==> src/rtl/mem_arb_pkg.sv <==
// Shared types for the two-port memory arbiter: FSM state encoding and owner codes.
package mem_arb_pkg;

  typedef enum logic [1:0] {
    IDLE   = 2'd0,
    BUSY_C = 2'd1,
    BUSY_D = 2'd2
  } state_t;

  localparam logic OWN_C = 1'b0;
  localparam logic OWN_D = 1'b1;

endpackage

==> src/rtl/mem_arb_pick.sv <==
// Tie-break between CPU and DMA requests. MEM_ARB_RR_EN selects round-robin;
// otherwise CPU has fixed priority with a starvation escape for DMA.
module mem_arb_pick
  import mem_arb_pkg::*;
#(
  parameter int STARVE = 4,
  parameter int SW     = 3
) (
  input  logic          c_req,
  input  logic          d_req,
  input  logic          last_own,
  input  logic [SW-1:0] starve_cnt,
  output logic          gnt_c,
  output logic          gnt_d
);

  logic d_wins_tie;

`ifdef MEM_ARB_RR_EN
  logic unused_starve;
  assign unused_starve = ^starve_cnt;
  assign d_wins_tie    = (last_own == OWN_C);
`else
  logic unused_last;
  assign unused_last = last_own;
  assign d_wins_tie  = (starve_cnt == SW'(STARVE));
`endif

  assign gnt_d = d_req & (~c_req | d_wins_tie);
  assign gnt_c = c_req & ~gnt_d;

endmodule

==> src/rtl/mem_arb.sv <==
// Shares one memory/IO port between the CPU execute unit and a DMA requester,
// one access in flight at a time. Build with MEM_ARB_RR_EN for round-robin ties.
module mem_arb
  import mem_arb_pkg::*;
#(
  parameter int RV     = 32,
  parameter int VA     = RV,
  parameter int STARVE = 4
) (
  input  logic                  clk,
  input  logic                  reset,
  input  logic [VA-1:RV/16]     c_addr,
  input  logic [RV-1:0]         c_wdata,
  input  logic [RV/8-1:0]       c_wmask,
  input  logic [1:0]            c_rstrobe,
  input  logic                  c_ifetch,
  input  logic                  c_io,
  output logic                  c_rdone,
  output logic                  c_wdone,
  output logic [RV-1:0]         c_rdata,
  input  logic                  d_req,
  input  logic                  d_we,
  input  logic [VA-1:RV/16]     d_addr,
  input  logic [RV-1:0]         d_wdata,
  input  logic [RV/8-1:0]       d_wmask,
  output logic                  d_done,
  output logic [RV-1:0]         d_rdata,
  output logic                  m_req,
  output logic                  m_we,
  output logic [VA-1:RV/16]     m_addr,
  output logic [RV-1:0]         m_wdata,
  output logic [RV/8-1:0]       m_wmask,
  output logic                  m_io,
  input  logic                  m_done,
  input  logic [RV-1:0]         m_rdata
);

  localparam int SW = (STARVE < 1) ? 1 : $clog2(STARVE + 1);

  state_t        state, state_nx;
  logic          c_wr, c_req, gnt_c, gnt_d, grant, last_own;
  logic [SW-1:0] starve_cnt;

  // A nonzero write mask makes the access a write even if read strobes are also set.
  assign c_wr  = |c_wmask;
  assign c_req = c_ifetch | (|c_rstrobe) | c_wr;
  assign grant = (state == IDLE) & (gnt_c | gnt_d);

  mem_arb_pick #(
    .STARVE (STARVE),
    .SW     (SW)
  ) u_pick (
    .c_req      (c_req),
    .d_req      (d_req),
    .last_own   (last_own),
    .starve_cnt (starve_cnt),
    .gnt_c      (gnt_c),
    .gnt_d      (gnt_d)
  );

  always_ff @(posedge clk) begin
    if (!reset) state <= IDLE;
    else        state <= state_nx;
  end

  always_comb begin
    state_nx = state;
    case (state)
      IDLE: begin
        if (gnt_c)      state_nx = BUSY_C;
        else if (gnt_d) state_nx = BUSY_D;
      end
      BUSY_C, BUSY_D: if (m_done) state_nx = IDLE;
      default:        state_nx = IDLE;
    endcase
  end

  // Completion is combinational from m_done; suppressed while reset abandons the access.
  always_comb begin
    m_req   = (state != IDLE);
    c_rdone = 1'b0;
    c_wdone = 1'b0;
    d_done  = 1'b0;
    if (reset && m_done) begin
      if (state == BUSY_C) begin
        c_wdone = m_we;
        c_rdone = ~m_we;
      end
      if (state == BUSY_D) d_done = 1'b1;
    end
  end

  assign c_rdata = m_rdata;
  assign d_rdata = m_rdata;

  // Memory-side qualifiers are captured at grant; m_we doubles as the latched owner kind.
  always_ff @(posedge clk) begin
    if (!reset) begin
      m_we     <= 1'b0;
      m_addr   <= '0;
      m_wdata  <= '0;
      m_wmask  <= '0;
      m_io     <= 1'b0;
      last_own <= OWN_D;
    end else if (grant) begin
      if (gnt_c) begin
        m_we     <= c_wr;
        m_addr   <= c_addr;
        m_wdata  <= c_wdata;
        m_wmask  <= c_wr ? c_wmask : '1;
        m_io     <= c_io;
        last_own <= OWN_C;
      end else begin
        m_we     <= d_we;
        m_addr   <= d_addr;
        m_wdata  <= d_wdata;
        m_wmask  <= d_we ? d_wmask : '1;
        m_io     <= 1'b0;
        last_own <= OWN_D;
      end
    end
  end

  always_ff @(posedge clk) begin
    if (!reset || !d_req)
      starve_cnt <= '0;
    else if (grant && gnt_d)
      starve_cnt <= '0;
    else if (grant && gnt_c && starve_cnt != SW'(STARVE))
      starve_cnt <= starve_cnt + 1'b1;
  end

endmodule
==> config.mk <==
export PLATFORM = sky130hd
export DESIGN_NAME = mem_arb
export DESIGN_NICKNAME = d
export VERILOG_FILES = /design/src/rtl/mem_arb_pkg.sv /design/src/rtl/mem_arb_pick.sv /design/src/rtl/mem_arb.sv
export SDC_FILE = /design/constraint.sdc
export NUM_CORES = 1
export LEC_CHECK = 0
export CORE_AREA = 5 5 118 120
export CTS_BUF_LIST = sky130_fd_sc_hd__clkbuf_4 sky130_fd_sc_hd__clkbuf_8
export CTS_CLUSTER_DIAMETER = 40
export DETAILED_ROUTE_END_ITERATION = 16
export DIE_AREA = 0 0 123 125
export PLACE_DENSITY = 0.72
export SLEW_MARGIN = 30
export SYNTH_ARGS = -nofsm -noshare
export SYNTH_HDL_FRONTEND = slang
export SYNTH_SLANG_ARGS = --single-unit
==> constraint.sdc <==
create_clock -name clk -period 4.6 [get_ports clk]
set_clock_uncertainty 0.1 [all_clocks]
set_input_delay 1.38 -clock clk [delete_from_list [all_inputs] [get_ports clk]]
set_output_delay 1.38 -clock clk [all_outputs]
set_load 0.05 [all_outputs]
# --- Word-level counts from Yosys, hierarchy flattened ---
# Cells that the tools add are included.
# Widths: inputs -> output; s select.
classes:
  bitwise: 10
  addsub: 1
  reduce_logical: 14
  eq_ne: 6
  muxes: 17
ops:
  columns: ["operator", "count"]
  rows:
  - ["$mux 32", 1]
  - ["$mux 30", 1]
  - ["$mux 4", 3]
  - ["$mux 1", 8]
  - ["$mux 2", 3]
  - ["$ne 3x3->1 const B", 2]
  - ["$reduce_or 2->1", 3]
  - ["$logic_and 1x1->1", 4]
  - ["$or 1x1->1", 4]
  - ["$pmux 2 s2", 1]
  - ["$reduce_or 4->1", 1]
  - ["$add 3x1->3 const B", 1]
  - ["$and 1x1->1", 3]
  - ["$eq 3x3->1 const B", 1]
  - ["$not 1->1", 3]
  - ["$eq 2x1->1 const B", 1]
  - ["$eq 2x2->1 const B", 1]
  - ["$logic_not 1->1", 2]
  - ["$logic_not 2->1", 1]
  - ["$ne 2x2->1 const B", 1]
  - ["$reduce_and 2->1", 1]
  - ["$reduce_bool 2->1", 1]
  - ["$logic_or 1x1->1", 1]
totals:
  word_cells: 55
  ff_bits: 73

# --- Logic depth before layout (Yosys ltp) ---
# Gate-level depths: netlist (run 1).
depth:
  depth_word: 12
  ltp_mapped: 9
  mapped_depth_nobuf: 6

# --- Cells and area by module ---
# A second synthesis (run 1) with hierarchy kept.
unflattened:
  hier_cells: 494
  hier_area_um2: 4051.4
by_module_without_submodules:
  columns: ["mod", "instances", "seq_area_each_um2", "area_each_um2", "cells_per_inst"]
  rows:
  - ["mem_arb", 1, 1481.4, 4026.4, 490]
  - ["mem_arb_pick", 1, 0.0, 25.0, 4]

# --- Worst setup path after synthesis (run 1) ---
# No wires, ideal clock.
synth_timing:
  path_type: "in2out"
  start: "in reset"
  end: "out c_rdone"
  arrival_ns: 2.366
  n_path_buf: 1
  t_required_ns: 3.120
  path_slack_ns: 0.754
  stages: 3
  path_cell_list: "clkbuf_1 -> nand3_1 -> nor2_1"
synth_via:
  elab_chain_len: 2
synth_lines:
  columns: ["element", "line", "source"]
  rows:
  - ["from (decl)", "mem_arb.sv:11", "input logic reset,"]
  - ["$logic_and 1x1->1", "mem_arb.sv:84", "if (reset && m_done) begin"]
  - ["$mux 1", "mem_arb.sv:84", null]
  - ["to (decl)", "mem_arb.sv:18", "output logic c_rdone,"]
# No other way between the ends.

# --- Final worst setup path (run 1) ---
layout_timing:
  start: "in m_done"
  end: "out c_rdone"
layout_via:
  elab_chain_len: 2
layout_lines:
  columns: ["element", "line", "source"]
  rows:
  - ["from (decl)", "mem_arb.sv:34", "input logic m_done,"]
  - ["$logic_and 1x1->1", "mem_arb.sv:84", null]
  - ["$mux 1", "mem_arb.sv:84", null]
# No other way between the ends.

==> results.md, run 1 <==
* Skew-Pair Late Insertion Delay at 0.35 ns
* Synth Area in Adders at 1.68%
* Final Wtd Congestion at 0.779
* Compound-gate portion of the synthesized area at 23.6%
* DP Cell Count at 782
* CTS tree: built
* Largest family of logic cells by synthesized area: compound AO/OA/AOI/OAI gates
* Starting DRT DRC Count at 226
* Worst-path fanout max at 3
* Core Region at 12900 um^2
* Pin count of the biggest net entering global routing at 68
* Grt ovf at 0
* Final Max Tran Viols at 0
* Synthesized Nets at 665
* RSZ-0062 raised after global routing: false
* Post-CTS Repair Setup Buffers at 0
* Slowest cell delay on critical path at 0.50 ns
* Hold Crit Class: flip-flop to flip-flop
* Post-DR vias/cell at 4.85
* Clk buf depth at 2
* Number of global-route vias before repair at 3934
* Syn Area/Cell at 7.66 um^2
* Total Die Area at 15400 um^2
* Starting Density at 29.0%
* Sequential fraction of the synthesis area at 39.2%
* Setup tns final at 0 ns
* First-pass GRT wire length at 18.8 mm
* Max VDD drop at 178 uV
* Status: finished, final reports clean
* Fraction of synthesized cell area in xor and xnor cells at 0%
* Antenna Nets Post-Route at 0
* DIE HEIGHT at 125 um
* Post-layout instance area at 5710 um^2
* Post-route insts no fill at 798
* Post-DP HPWL at 8.94 mm
* Period minus WS final at 3.84 ns
* Share of layout cells above drive strength 1 at 5.14%
* I/O Buffers at 212
* I/O pin count at 309
* CTS clock-pin slew for the worst setup and hold paths at 0.07 ns
* Worst rel slew slack at 41.4%
* N_diodes at 0
* Root Driver: clkbuf_8
* Area delta synth->final at 53.0%
* Wirelength, routed at 12.2 mm
* Crit path capture type: primary output
* Final hold viol count at 0
* Clock sinks at 73
* Worst Path Required at 3.12 ns
* Slowest stage cell, crit path: clkdlybuf4s50_1
* Post-synthesis mux area share at 0%
* Mapped Area at 3730 um^2
* Chip width at 123 um
* Max Freq at 261 MHz
* Unique masters post-synth at 32
* Synth warn at 0
* CTS Buf Count at 9
* DRC errors left at 0
* Max_cap viols at 0
* Routed wire per std cell at 15.3 um
* Area post-placement at 5510 um^2
* Post-CTS sizing at 0
* Synth Instances at 487
* Finished Core Util at 44.3%
* Critical path startpoint category: primary input
* Num rows at 42
* Flop and latch count out of synthesis at 73
* Nets at 795
* Lkg Pwr at 2.19 nW
* Synth Area in Simple Gates at 17.2%
* Initial antenna violation count at 0
* Crit Path Class: primary input to primary output
* Pwr Density at 324 nW/um^2
* Routed vias at 3871
* First drt pass iteration count at 5
* Setup violators final at 0
* Worst-path cell chain: clkdlybuf4s50_1 > nand3_1 > nor2_1 > buf_12
* Tcrit/Tclk final at 83.4%
* Worst Tran Pin Value at 0.877 ns
* Number of fill cells at 1290
* Critical path arrival at 2.36 ns
* Max H-tree Level at 3
* GRT Util Overall at 15.3%
* Hold buffer count at cts at 0
## synth_stat cells
master    count  area share, %
nor3b_1       1           0.20
nand2b_1      7            1.2
buf_4        64             13
nor3_1        1           0.13
a21boi_0      1           0.20
a21oi_1       8            1.1
o211a_1       1           0.27
nand2_1     130             13
buf_6         6            1.8
clkbuf_1     28            2.8
buf_2         1           0.13
nor2_1        4           0.40
o21ai_0      64            8.6
or3b_2        1           0.23
a211oi_1      1           0.20
or4_4         1           0.30
nand3_1       6           0.80
o21a_1        1           0.20
o32a_1        1           0.27
a22oi_1       1           0.20
o22a_1        1           0.23
o41ai_4       1           0.74
nor2b_1       1           0.17
nor4_2        1           0.34
dfxtp_1      73             39
a211o_1       1           0.23
and3_1        1           0.17
a31oi_1      64             11
ha_1          5            1.7
o221ai_1      3           0.70
inv_1         7           0.70
nor4_1        1           0.17
## cell usage in the layout (no fill, tap or decap), types with 2 or more instances in the layout
cell,instances
buf_4,6
o21ai_0,64
buf_12,3
dfxtp_1,73
a21oi_1,7
nand3_1,6
clkbuf_4,3
clkinv_2,2
o221ai_1,3
nand2_1,130
ha_1,5
inv_1,7
a31oi_1,64
clkbuf_8,10
clkdlybuf4s50_1,208
nor2_1,4
nand2b_1,7
## worst max-delay path, delay by kind of cell
family                 cells  cell delay [ns]
buffers and inverters      2             0.66
and+or+nand+nor            2             0.31
## sequential cells by signal, indices dropped and copies added (netlist names)
signal	flops
m_we	1
state	2
starve_cnt	3
m_wmask	4
m_addr	30
m_wdata	32
m_io	1
## routing by layer
layer	vias to the layer above	wire length [um]	GRT usage [%]
li1	1867	-	-
met1	1759	4590	15.9
met2	200	5880	26.9
met3	45	1260	4.83
met4	0	443	8.21
met5	-	0	0
## worst paths after layout
kind,start,end,cells past startpoint,slack [ns]
setup reg to reg,starve_cnt[0],m_addr[31],7,1.95
hold reg to reg,starve_cnt[1],starve_cnt[1],2,0.38
hold / removal,starve_cnt[1],starve_cnt[1],2,0.38
setup / recovery,m_done,c_rdone,4,0.76
## cell type report
class / instances / area [um^2] / area share [%]
Clock inverter: 3 / 40.0 / 0.701
Timing Repair Buffer: 218 / 2190 / 38.4
Inverter: 7 / 26.3 / 0.460
Multi-Input combinational cell: 308 / 1610 / 28.2
Sequential cell: 73 / 1460 / 25.6
Tap cell: 176 / 220 / 3.86
Clock buffer: 13 / 160 / 2.81
## cells by family after synthesis
group / after synthesis
AND/OR/NAND/NOR: 155
AO/OA/AOI/OAI: 148
buffers and inverters: 106
flip-flops: 73
adder cells (fa/ha/maj): 5
## power breakdown
group | leakage, nW | switching (mW) | internal, mW
clock network | 0.108 | 0.229 | 0.282
logic | 1.47 | 0.360 | 0.254
registers | 0.607 | 0.0308 | 0.695
## per-stage QoR
| step | worst slack [ns] | total power, mW | hold WS (ns) |
|---|---|---|---|
| global route | 0.692 | 1.95 | 0.392 |
| finish | 0.763 | 1.85 | 0.378 |
| floorplan | 0.754 | 1.22 | 0.348 |
| global placement | 0.786 | 1.35 | 0.358 |
| CTS | 0.756 | 1.88 | 0.379 |
| detailed placement | 0.660 | 1.36 | 0.367 |
Note: power is estimated with default switching activity, not from simulation.
==> run 2, diff against run 1 <==
--- a/config.mk
+++ b/config.mk
@@ -10,7 +10,7 @@
 export CTS_CLUSTER_DIAMETER = 40
 export DETAILED_ROUTE_END_ITERATION = 16
 export DIE_AREA = 0 0 123 125
-export PLACE_DENSITY = 0.72
+export PLACE_DENSITY = 0.75
 export SLEW_MARGIN = 30
 export SYNTH_ARGS = -nofsm -noshare
 export SYNTH_HDL_FRONTEND = slang
==> constraint.sdc (replaced) <==
create_clock -name clk -period 3.35 [get_ports clk]
set_clock_uncertainty 0.1 [all_clocks]
set_input_delay 1.005 -clock clk [delete_from_list [all_inputs] [get_ports clk]]
set_output_delay 1.005 -clock clk [all_outputs]
set_load 0.05 [all_outputs]
==> run 2 against run 1 <==
Compared with the run above:
- via count decreased by 0.31%
- total power increased by 33%
- utilization grew 0.24 points
- largest cell class unchanged
==> results.md, run 2 (synthesis gave the netlist of run 1 again) <==
* Status: finished, final reports clean (unchanged)
* Chip width at 123 um (unchanged)
* Final Wtd Congestion at 0.873 (was 0.779)
* Crit Path Class: primary input to primary output (unchanged)
* Tcrit/Tclk final at 91.7%
* Hold Crit Class: flip-flop to flip-flop (unchanged)
* Setup tns final at 0 ns (unchanged)
* Crit path capture type: primary output (unchanged)
* Critical path arrival at 1.97 ns (was 2.36 ns)
* Final hold viol count at 0 (unchanged)
* Critical path startpoint category: primary input (unchanged)
* Slowest cell delay on critical path at 0.50 ns (about the same)
* Worst rel slew slack at 61.5% (was 41.4%)
* Routed wire per std cell at 15.3 um (about the same)
* Largest registers: m_wdata x32, m_addr x30, m_wmask x4 (unchanged)
* Worst-path cell chain: clkdlybuf4s50_1 > nand3_1 > nor2_1 > buf_12 (unchanged)
* Post-DR vias/cell at 4.81 (was 4.85)
* Area post-placement at 5570 um^2 (was 5510 um^2)
* Initial antenna violation count at 0 (unchanged)
* Max_cap viols at 0 (unchanged)
* Period minus WS final at 3.07 ns
* Wirelength, routed at 12.3 mm (was 12.2 mm)
* Max Freq at 326 MHz
* Slowest stage cell, crit path: clkdlybuf4s50_1 (unchanged)
* Pwr Density at 428 nW/um^2 (was 324 nW/um^2)
* Starting Density at 29.0% (unchanged)
* DP Cell Count at 787 (was 782)
* Worst Tran Pin Value at 0.577 ns (was 0.877 ns)
* Commonest non-fill, non-tap cell in the layout: clkdlybuf4s50_1 (unchanged)
* DRC errors left at 0 (unchanged)
* RSZ-0062 raised after global routing: false (unchanged)
* Reg with most FFs: m_wdata (unchanged)
* CTS Buf Count at 9 (unchanged)
* Pin count of the biggest net entering global routing at 70 (was 68)
* Setup violators final at 0 (unchanged)
* Max H-tree Level at 3 (unchanged)
* Clk buf depth at 2 (unchanged)
* I/O pin count at 309 (unchanged)
* Post-layout instance area at 5740 um^2 (was 5710 um^2)
* Core Region at 12900 um^2 (unchanged)
* Lkg Pwr at 2.22 nW (was 2.19 nW)
* DIE HEIGHT at 125 um (unchanged)
* CTS tree: built (unchanged)
* Clock sinks at 73 (unchanged)
* Place WS at 0.106 ns (was 0.660 ns)
* Hold buffer count at cts at 0 (unchanged)
* Num rows at 42 (unchanged)
* GRT Util Overall at 15.4% (was 15.3%)
* CTS clock-pin slew for the worst setup and hold paths at 0.07 ns (about the same)
* Root Driver: clkbuf_8 (unchanged)
* Area delta synth->final at 53.8% (was 53.0%)
* Number of fill cells at 1295 (was 1290)
* Starting DRT DRC Count at 188 (was 226)
* Antenna Nets Post-Route at 0 (unchanged)
* Max VDD drop at 173 uV (was 178 uV)
* Grt ovf at 0 (unchanged)
* Nets at 800 (was 795)
* Total Die Area at 15400 um^2 (unchanged)
* First-pass GRT wire length at 19.2 mm (was 18.8 mm)
* Number of global-route vias before repair at 3911 (was 3934)
* N_diodes at 0 (unchanged)
* Final WS setup at 0.280 ns (was 0.763 ns)
* Post-route insts no fill at 803 (was 798)
* First drt pass iteration count at 6 (was 5)
* Number of flip-flops in the largest register at 32 (unchanged)
* I/O Buffers at 212 (unchanged)
* Worst-path fanout max at 3 (unchanged)
* Most frequent cells in the layout: clkdlybuf4s50_1, nand2_1, dfxtp_1 (unchanged)
* Routed vias at 3859 (was 3871)
* Finished Core Util at 44.6% (was 44.3%)
* Worst Path Required at 2.24 ns (was 3.12 ns)
* Final Max Tran Viols at 0 (unchanged)
* Post-DP HPWL at 9.50 mm (was 8.94 mm)
* Share of layout cells above drive strength 1 at 5.90% (was 5.14%)
* Skew-Pair Late Insertion Delay at 0.34 ns (was 0.35 ns)
-- run 2: final timing paths --
kind / startpoint / end / slack [ns] / cells past startpoint
setup reg to reg: state[0] / m_addr[7] / 1.10 / 7
setup / recovery: m_done / c_wdone / 0.28 / 4
hold / removal: starve_cnt[0] / starve_cnt[0] / 0.38 / 2
hold reg to reg: starve_cnt[0] / starve_cnt[0] / 0.38 / 2
-- run 2: area by class of cell --
type / instances / area, um^2 / share of cell area (%)
clock buffer: 12 / 146 / 2.55
timing repair buffer: 223 / 2260 / 39.3
sequential: 73 / 1460 / 25.5
inverter: 7 / 26.3 / 0.458
multi-input combinational: 308 / 1610 / 28.0
tap: 176 / 220 / 3.84
clock inverter: 4 / 20.0 / 0.349
-- run 2: worst max-delay path, delay by kind of cell --
kind / cells / cell delay, ns
buf+inv: 2 / 0.67
simple gates: 2 / 0.29
-- run 2: where the power goes --
group	leakage [nW]	internal (mW)	switching (mW)
clock	0.0942	0.289	0.315
sequential	0.607	0.954	0.0453
combinational	1.52	0.354	0.497
-- run 2: repair_timing --
| action | in CTS | in global routing |
|---|---|---|
| gates resized for setup | 0 | 1 |
| setup buffers | 0 | 0 |
| setup endpoints to repair | 0 | 1 |
-- run 2: metal layers --
metal / GRT usage [%] / vias up / wire length (um)
met5: 0 / - / 0
met4: 7.23 / 0 / 386
met3: 5.87 / 39 / 1130
met2: 26.3 / 183 / 5950
met1: 16.6 / 1755 / 4840
li1: - / 1882 / -
-- run 2: per-stage QoR --
stage	hold WS [ns]	power, mW
2_1_floorplan	0.348	1.68
3_3_place_gp	0.359	1.86
3_5_place_dp	0.368	1.87
4_1_cts	0.378	2.49
5_1_grt	0.400	2.59
6_report	0.376	2.46
